--- config.mk ---
export PLATFORM = sky130hd
export DESIGN_NAME = dnu_f0_lut_loader_flat
export DESIGN_NICKNAME = d
export VERILOG_FILES = /design/src/rtl/dnu_f0_lut_loader_if.sv /design/src/rtl/dnu_f0_lut_loader.sv /design/src/flat_wrapper.sv
export SDC_FILE = /design/constraint.sdc
export NUM_CORES = 1
export LEC_CHECK = 0
export BUFFER_PORTS_ARGS = -buffer_cell sky130_fd_sc_hd__buf_2
export CORE_MARGIN = 2
export CORE_UTILIZATION = 51
export DETAILED_ROUTE_END_ITERATION = 16
export PLACE_DENSITY = 0.76
export SLEW_MARGIN = 20
export SYNTH_ARGS = -nofsm -noshare
export SYNTH_HDL_FRONTEND = slang
export SYNTH_SLANG_ARGS = --single-unit
--- constraint.sdc ---
create_clock -name write_clk -period 1.85 [get_ports write_clk]
set_clock_uncertainty 0.05 [all_clocks]
set_input_delay 0.2775 -clock write_clk [delete_from_list [all_inputs] [get_ports write_clk]]
set_output_delay 0.2775 -clock write_clk [all_outputs]
set_load 0.05 [all_outputs]
--- src/rtl/dnu_f0_lut_loader_if.sv ---
// Stream-in / RAM-write-port bundle for the DNU f0 LUT loader.
// The loader side uses the master modport; source and RAM model use slave.
interface dnu_f0_lut_loader_if #(
    parameter int ENTRY_ADDR = 7,
    parameter int WORD_W     = 2
);
    logic                  lut_in_valid;
    logic [WORD_W-1:0]     lut_in_data;
    logic                  lut_in_ready;
    logic [ENTRY_ADDR-1:0] page_addr_ram;
    logic [WORD_W-1:0]     ram_write_data_1;
    logic                  ib_ram_we;

    modport master (
        input  lut_in_valid,
        input  lut_in_data,
        output lut_in_ready,
        output page_addr_ram,
        output ram_write_data_1,
        output ib_ram_we
    );

    modport slave (
        output lut_in_valid,
        output lut_in_data,
        input  lut_in_ready,
        input  page_addr_ram,
        input  ram_write_data_1,
        input  ib_ram_we
    );
endinterface

--- src/rtl/dnu_f0_lut_loader.sv ---
// Write-side sequencer for the IB-DNU f0 symmetric LUT RAM: turns a valid/ready
// stream of packed two-bank words into page-addressed RAM writes for one frame or all pages.
module dnu_f0_lut_loader #(
    parameter int ENTRY_ADDR      = 7,
    parameter int BANK_NUM        = 2,
    parameter int LUT_PORT_SIZE   = 1,
    parameter int MULTI_FRAME_NUM = 2
) (
    input  logic                     write_clk,
    input  logic                     rstn,
    input  logic                     load_start,
    input  logic                     load_full,
    input  logic                     load_frame,
    input  logic                     load_abort,
    dnu_f0_lut_loader_if.master      lut_bus,
    output logic                     busy,
    output logic                     load_done
);
    localparam int WORD_W      = LUT_PORT_SIZE * BANK_NUM;
    localparam int PAGES_TOTAL = 1 << ENTRY_ADDR;
    localparam int PAGES_FRAME = PAGES_TOTAL / MULTI_FRAME_NUM;

    localparam logic [ENTRY_ADDR-1:0] LAST_FULL  = ENTRY_ADDR'(PAGES_TOTAL - 1);
    localparam logic [ENTRY_ADDR-1:0] LAST_FRAME = ENTRY_ADDR'(PAGES_FRAME - 1);

    localparam logic [1:0] ST_IDLE = 2'd0;
    localparam logic [1:0] ST_LOAD = 2'd1;
    localparam logic [1:0] ST_DONE = 2'd2;

    logic [1:0]            state_q, state_d;
    logic                  full_q, full_d;
    logic [ENTRY_ADDR-1:0] base_q, base_d;
    logic [ENTRY_ADDR-1:0] cnt_q, cnt_d;
    logic [ENTRY_ADDR-1:0] addr_q, addr_d;
    logic [WORD_W-1:0]     wdata_q, wdata_d;
    logic                  we_q, we_d;
    logic                  done_q, done_d;
    logic                  busy_q, busy_d;

    logic                  in_load;
    logic                  beat;
    logic [ENTRY_ADDR-1:0] last_cnt;

    assign in_load  = (state_q == ST_LOAD);
    assign beat     = lut_bus.lut_in_valid & in_load;
    assign last_cnt = full_q ? LAST_FULL : LAST_FRAME;

    always_comb begin
        // NOTE: every next-state signal starts from a default so no path through the case infers a latch.
        state_d = state_q;
        full_d  = full_q;
        base_d  = base_q;
        cnt_d   = cnt_q;
        addr_d  = addr_q;
        wdata_d = wdata_q;
        we_d    = 1'b0;
        done_d  = 1'b0;

        case (state_q)
            ST_IDLE: begin
                // Abort is meaningless here, so a coincident start always wins.
                if (load_start) begin
                    full_d  = load_full;
                    base_d  = load_full ? '0 : {load_frame, {(ENTRY_ADDR-1){1'b0}}};
                    cnt_d   = '0;
                    state_d = ST_LOAD;
                end
            end
            ST_LOAD: begin
                if (load_abort) begin
                    state_d = ST_IDLE;
                end else if (beat) begin
                    we_d    = 1'b1;
                    addr_d  = base_q + cnt_q;
                    wdata_d = lut_bus.lut_in_data;
                    cnt_d   = cnt_q + 1'b1;
                    if (cnt_q == last_cnt) begin
                        state_d = ST_DONE;
                        done_d  = 1'b1;
                    end
                end
            end
            ST_DONE: begin
                state_d = ST_IDLE;
            end
            default: begin
                state_d = ST_IDLE;
            end
        endcase

        busy_d = (state_d != ST_IDLE);
    end

    // Write data is reset along with the address so the RAM port shows a known word after reset.
    always_ff @(posedge write_clk or negedge rstn) begin
        if (!rstn) begin
            state_q <= ST_IDLE;
            full_q  <= 1'b0;
            base_q  <= '0;
            cnt_q   <= '0;
            addr_q  <= '0;
            wdata_q <= '0;
            we_q    <= 1'b0;
            done_q  <= 1'b0;
            busy_q  <= 1'b0;
        end else begin
            // NOTE: non-blocking assignments so every register samples the pre-edge values.
            state_q <= state_d;
            full_q  <= full_d;
            base_q  <= base_d;
            cnt_q   <= cnt_d;
            addr_q  <= addr_d;
            wdata_q <= wdata_d;
            we_q    <= we_d;
            done_q  <= done_d;
            busy_q  <= busy_d;
        end
    end

    assign lut_bus.lut_in_ready     = in_load;
    assign lut_bus.page_addr_ram    = addr_q;
    assign lut_bus.ram_write_data_1 = wdata_q;
    assign lut_bus.ib_ram_we        = we_q;
    assign busy                     = busy_q;
    assign load_done                = done_q;
endmodule

--- src/flat_wrapper.sv ---
// flat-port wrapper written by rule: the top's interface ports become plain ports
module dnu_f0_lut_loader_flat 
#(
    parameter int ENTRY_ADDR      = 7,
    parameter int BANK_NUM        = 2,
    parameter int LUT_PORT_SIZE   = 1,
    parameter int MULTI_FRAME_NUM = 2
)
  (write_clk, rstn, load_start, load_full, load_frame, load_abort, busy, load_done, lut_bus_lut_in_valid, lut_bus_lut_in_data, lut_bus_lut_in_ready, lut_bus_page_addr_ram, lut_bus_ram_write_data_1, lut_bus_ib_ram_we);
  dnu_f0_lut_loader_if #(.ENTRY_ADDR(ENTRY_ADDR), .WORD_W(2)) lut_bus_i ();
  input  logic write_clk;
  input  logic rstn;
  input  logic load_start;
  input  logic load_full;
  input  logic load_frame;
  input  logic load_abort;
  output logic busy;
  output logic load_done;
  input wire logic [$bits(lut_bus_i.lut_in_valid)-1:0] lut_bus_lut_in_valid;
  input wire logic [$bits(lut_bus_i.lut_in_data)-1:0] lut_bus_lut_in_data;
  output wire logic [$bits(lut_bus_i.lut_in_ready)-1:0] lut_bus_lut_in_ready;
  output wire logic [$bits(lut_bus_i.page_addr_ram)-1:0] lut_bus_page_addr_ram;
  output wire logic [$bits(lut_bus_i.ram_write_data_1)-1:0] lut_bus_ram_write_data_1;
  output wire logic [$bits(lut_bus_i.ib_ram_we)-1:0] lut_bus_ib_ram_we;
  assign lut_bus_i.lut_in_valid = lut_bus_lut_in_valid;
  assign lut_bus_i.lut_in_data = lut_bus_lut_in_data;
  assign lut_bus_lut_in_ready = lut_bus_i.lut_in_ready;
  assign lut_bus_page_addr_ram = lut_bus_i.page_addr_ram;
  assign lut_bus_ram_write_data_1 = lut_bus_i.ram_write_data_1;
  assign lut_bus_ib_ram_we = lut_bus_i.ib_ram_we;
  dnu_f0_lut_loader #(.ENTRY_ADDR(ENTRY_ADDR), .BANK_NUM(BANK_NUM), .LUT_PORT_SIZE(LUT_PORT_SIZE), .MULTI_FRAME_NUM(MULTI_FRAME_NUM)) u_core (.write_clk(write_clk), .rstn(rstn), .load_start(load_start), .load_full(load_full), .load_frame(load_frame), .load_abort(load_abort), .lut_bus(lut_bus_i), .busy(busy), .load_done(load_done));
endmodule
== Word level (Yosys, flattened, before mapping) ==
Cells that the tools add are included.
Widths: inputs -> output; s select.

* Add/sub/neg operators: 2
* Eq/ne operators: 5
* Mux-type cells: 18
* Bitwise operators: 2
* Reductions and logical operators: 6

{| class="wikitable"
|+ Operator list
! cell !! count
|-
| $mux 7 || 5
|-
| $pmux 7 s2 || 1
|-
| $mux 2 || 4
|-
| $add 7x1->7 const B || 1
|-
| $add 7x7->7 || 1
|-
| $eq 7x7->1 || 1
|-
| $mux 1 || 7
|-
| $ne 2x2->1 const B || 3
|-
| $pmux 2 s2 || 1
|-
| $reduce_and 4->1 || 1
|-
| $reduce_bool 2->1 || 2
|-
| $reduce_and 3->1 || 1
|-
| $eq 2x1->1 const B || 1
|-
| $logic_not 2->1 || 1
|-
| $reduce_and 2->1 || 1
|-
| $and 1x1->1 || 1
|-
| $not 1->1 || 1
|}

* Register bits after elaboration: 29
* Bits of input ports: 9
* Output and inout port bits: 13
* Logic and storage cells: 42

== Longest topological paths before layout ==
* Depth after elaboration: 7
* Mapped depth: 6
* Depth with buffers taken out: 4

== Worst setup path after synthesis ==
Ideal clock, no wire load.

* Path type: register to register
* Start: register u_core.cnt_q[0]
* End: register u_core.state_q[0]
* Library setup time: 120 ps
* Data arrival time: 1389 ps
* Required time: 1680 ps
* Setup slack: 292 ps
* Stages on the path, launching flop included: 5
* Path through: dfrtp_1 ha_1 nand2_1 or4_4 a31o_1

* Cells in the longest elaborated chain, start to end: 5

{| class="wikitable"
|+ RTL lines
! item !! RTL line !! source
|-
| start, declared || dnu_f0_lut_loader.sv:33 || <nowiki>logic [ENTRY_ADDR-1:0] cnt_q, cnt_d;</nowiki>
|-
| start signal, assigned || dnu_f0_lut_loader.sv:111 || <nowiki>cnt_q <= cnt_d;</nowiki>
|-
| $eq 7x7->1 || dnu_f0_lut_loader.sv:77 || <nowiki>if (cnt_q == last_cnt) begin</nowiki>
|-
| $mux 2 || dnu_f0_lut_loader.sv:77 ||
|-
| $mux 2 || dnu_f0_lut_loader.sv:72 || <nowiki>end else if (beat) begin</nowiki>
|-
| $mux 2 || dnu_f0_lut_loader.sv:70 || <nowiki>if (load_abort) begin</nowiki>
|-
| $pmux 2 s2 || dnu_f0_lut_loader.sv:59 || <nowiki>case (state_q)</nowiki>
|-
| named net u_core.state_d[0] || dnu_f0_lut_loader.sv:30 || <nowiki>logic [1:0] state_q, state_d;</nowiki>
|-
| end signal, assigned || dnu_f0_lut_loader.sv:108 || <nowiki>state_q <= state_d;</nowiki>
|-
| end, declared || dnu_f0_lut_loader.sv:30 ||
|}

The timed path passes the listed nets, and every way through them passes these cells.
A chain may end at the register's enable or synchronous reset.

== Final worst setup path ==
* Start: register u_core.state_q[1]
* End: register u_core.cnt_q[3]

* Cells in the longest elaborated chain, start to end: 4

{| class="wikitable"
|+ RTL lines
! item !! RTL line !! source
|-
| $eq 2x1->1 || dnu_f0_lut_loader.sv:44, dnu_f0_lut_loader.sv:59 ||
|-
| $and 1x1->1 || dnu_f0_lut_loader.sv:45 || <nowiki>assign beat = lut_bus.lut_in_valid & in_load;</nowiki>
|-
| $ne 2x2->1 (no source line) || n/a ||
|-
| $reduce_and 4->1 (no source line) || n/a ||
|}

Parallel ways exist; a longest one is shown, timed or not.

==> results.yml <==
final_layout:
  layoutNonFillerInstCount: 150
  fin_area_um2: 1170
  drive_gt1_share_pct: 25.6
  nets: 136
  nFillCells: 165
  area_growth_pct: 18.8
  antennaDiodeCount: 0
synthesis:
  syn_nets: 109
  ys_seq_area_share_pct: 58.4
  synth_top_area_share_pct: 58.4
  synth-edff-count: 0
  syn_area_um2: 986
  syn_area_per_cell_um2: 9.96
  synth_cells: 99
  synth_commonest_cells: "nand2_1, dfrtp_1, inv_1, nor2_1"
  synth_cell_types: 27
  ys_warn_count: 0
  synth_area_leader_cell: "dfrtp_1"
  yosysMostFrequentCell: "nand2_1"
  yosys-top-cells-area: "dfrtp_1, nand2_1, mux2i_1"
  synth_top_flop_cell: "dfrtp_1"
  synthArstFlopShare_pct: 100
  synth_seq_cells: 23
die:
  ioPinCount: 22
  fp.dieArea_um2: 2300
  fp.dieH_um: 48.0
  core_region_area_um2: 1760
  die_w_um: 48.0
  initial_utilization_pct: 55.9
  rows: 15
sta:
  slew_headroom_pct: 66.3
  finalHoldViolCount: 0
  worstMarginPinSlew_ns: 0.506
  rsz0062_at_grt: "false"
  min_period_ns: 1.66
  whs_ns: 0.0996
  maxSlewViolCount: 0
  setup_viol: 0
  fin_setup_tns_ns: 0
  fmax_mhz: 603
  post-route-period-util_pct: 89.6
place:
  port_buffers: 21
  dp_hpwl_um: 1330
  place.gp.congestion: 0.761
  post_dp_cell_area_um2: 1130
  dp_cells: 145
run:
  drv_cap: 0
setup_path:
  cp_data_arrival_time_ns: 1.79
  r2r_cells: 4
  cp-end-kind: "register"
  cpPeakStageDelay_ns: 0.45
  crit_type: "register to register"
  crit_start: "u_core.state_q[1]"
  cp_max_fo: 9
  start_kind: "register"
  cpLargestDelayFamily: "compound AO/OA/AOI/OAI gates"
  worst-path-stages: 4
  crit_buf_inv: 1
  worstPathRequired_ns: 1.98
  crit_path_top_delay_cell: "dfrtp_1"
  r2r_start: "u_core.state_q[1]"
  critical_path.cell_chain: "nand4bb_1 > buf_4 > o311ai_0 > o41ai_1"
clocking:
  cts_setup_buffers: 0
  numClockSinks: 23
  numCtsBuffers: 3
  cts_tree: "built"
  cts.path.max_buffers: 2
  clkTransAtPathRegs_ns: 0.13
  h-tree-depth: 1
  clk_latency_ns: 0.30
  ctsResizeCount: 0
  root_buffer: "clkbuf_4"
pwr:
  leakage_uw: 0.000634
  p_per_area_nw_per_um2: 943
  total_power_uw: 1100
  vdd_drop_max_mv: 0.628
grt:
  antenna_found_initial: 0
  grt_max_degree: 24
  grt_overflow: 0
  first_global_vias: 663
  grt_pass1_wl_um: 2840
  grt_usage_pct: 18.0
detailed_routing:
  ant_nets: 0
  drc: 0
  post_drt_wl_per_cell_um: 12.0
  drt_iter0_drc: 18
  drt_wl_total_um: 1800
  drt_pass1_iterations: 4
  vias: 768
  detail_route.vias_per_cell: 5.12
outcome:
  status: "complete, no violations"
hold_path:
  worstHoldStart: "load_abort"
  min_path_cells: 2
  min_path_type: "input pin to register"
## worst reg2reg max path: cells and delay by family, from the launching register on
kind | cells | cell delay (ns)
compound gates | 2 | 0.47
flops | 1 | 0.45
simple gates | 1 | 0.33
buf+inv | 1 | 0.26
## power by group
part	internal, uW	switching, uW
logic	75.6	216
clock network	80.5	147
registers	554	31.2
## cell type report
cell class                 count  area [um^2]  area share, %
clock buffer                   3         22.5           1.92
clock inverter                 1         5.00          0.427
inverter                       4         15.0           1.28
multi-input combinational     68          377           32.2
sequential                    23          576           49.1
tap                           25         31.3           2.67
timing repair buffer          26          145           12.4
## layout by cell type (no fill, tap or decap), types with 2 or more instances in the layout
| master | count |
|---|---|
| buf_4 | 4 |
| mux2i_1 | 2 |
| nand3b_1 | 2 |
| a21oi_1 | 3 |
| nand3_1 | 3 |
| o31ai_1 | 2 |
| nand2_1 | 33 |
| or4_1 | 2 |
| nor2_1 | 4 |
| dfrtp_1 | 23 |
| o21ai_0 | 3 |
| clkbuf_4 | 3 |
| buf_2 | 21 |
| inv_1 | 4 |
## final timing paths
| path | end | slack, ns |
|---|---|---|
| min reg2reg | u_core.lut_bus.page_addr_ram[4] | 0.43 |
| max | u_core.cnt_q[3] | 0.19 |
| min | u_core.state_q[1] | 0.1 |
| max reg2reg | u_core.cnt_q[3] | 0.19 |
| max in group asynchronous | u_core.state_q[0] | 0.99 |
| min in group asynchronous | u_core.cnt_q[3] | 0.42 |
## kinds of logic after synthesis
group                    Yosys count  synth area share [%]
XOR/XNOR                           2                  1.78
flip-flops                        23                  58.4
AO/OA/AOI/OAI                     12                  7.99
adder cells (fa/ha/maj)            1                  1.27
buffers and inverters              8                  3.43
multiplexers                       2                  2.03
AND/OR/NAND/NOR                   51                  25.1
## flip-flops by register name (all words and copies together) (netlist names)
register / cells
u_core.cnt_q: 7
u_core.lut_bus.page_addr_ram: 7
u_core.lut_bus.ram_write_data_1: 2
u_core.state_q: 2
u_core.base_q: 1
u_core.busy: 1
u_core.full_q: 1
u_core.load_done: 1
u_core.lut_bus.ib_ram_we: 1
## through the flow
step,setup WS [ns],utilization [%]
finish,0.193,66.4
global route,0.109,66.4
CTS,0.202,66.4
detailed placement,0.220,64.3
global placement,0.255,64.3
floorplan,0.292,-
## layer usage
layer  share of wire (%)  global-route usage (%)
met3                 3.5                    4.53
met5                   0                       0
met4                0.83                    6.49
met2                  49                    28.3
met1                  46                    24.0
## repair_timing
item	in CTS	in global routing
setup endpoints to repair	0	0
hold buffers	1	0
hold endpoints to repair	23	0
Note: power is estimated with default switching activity, not from simulation.
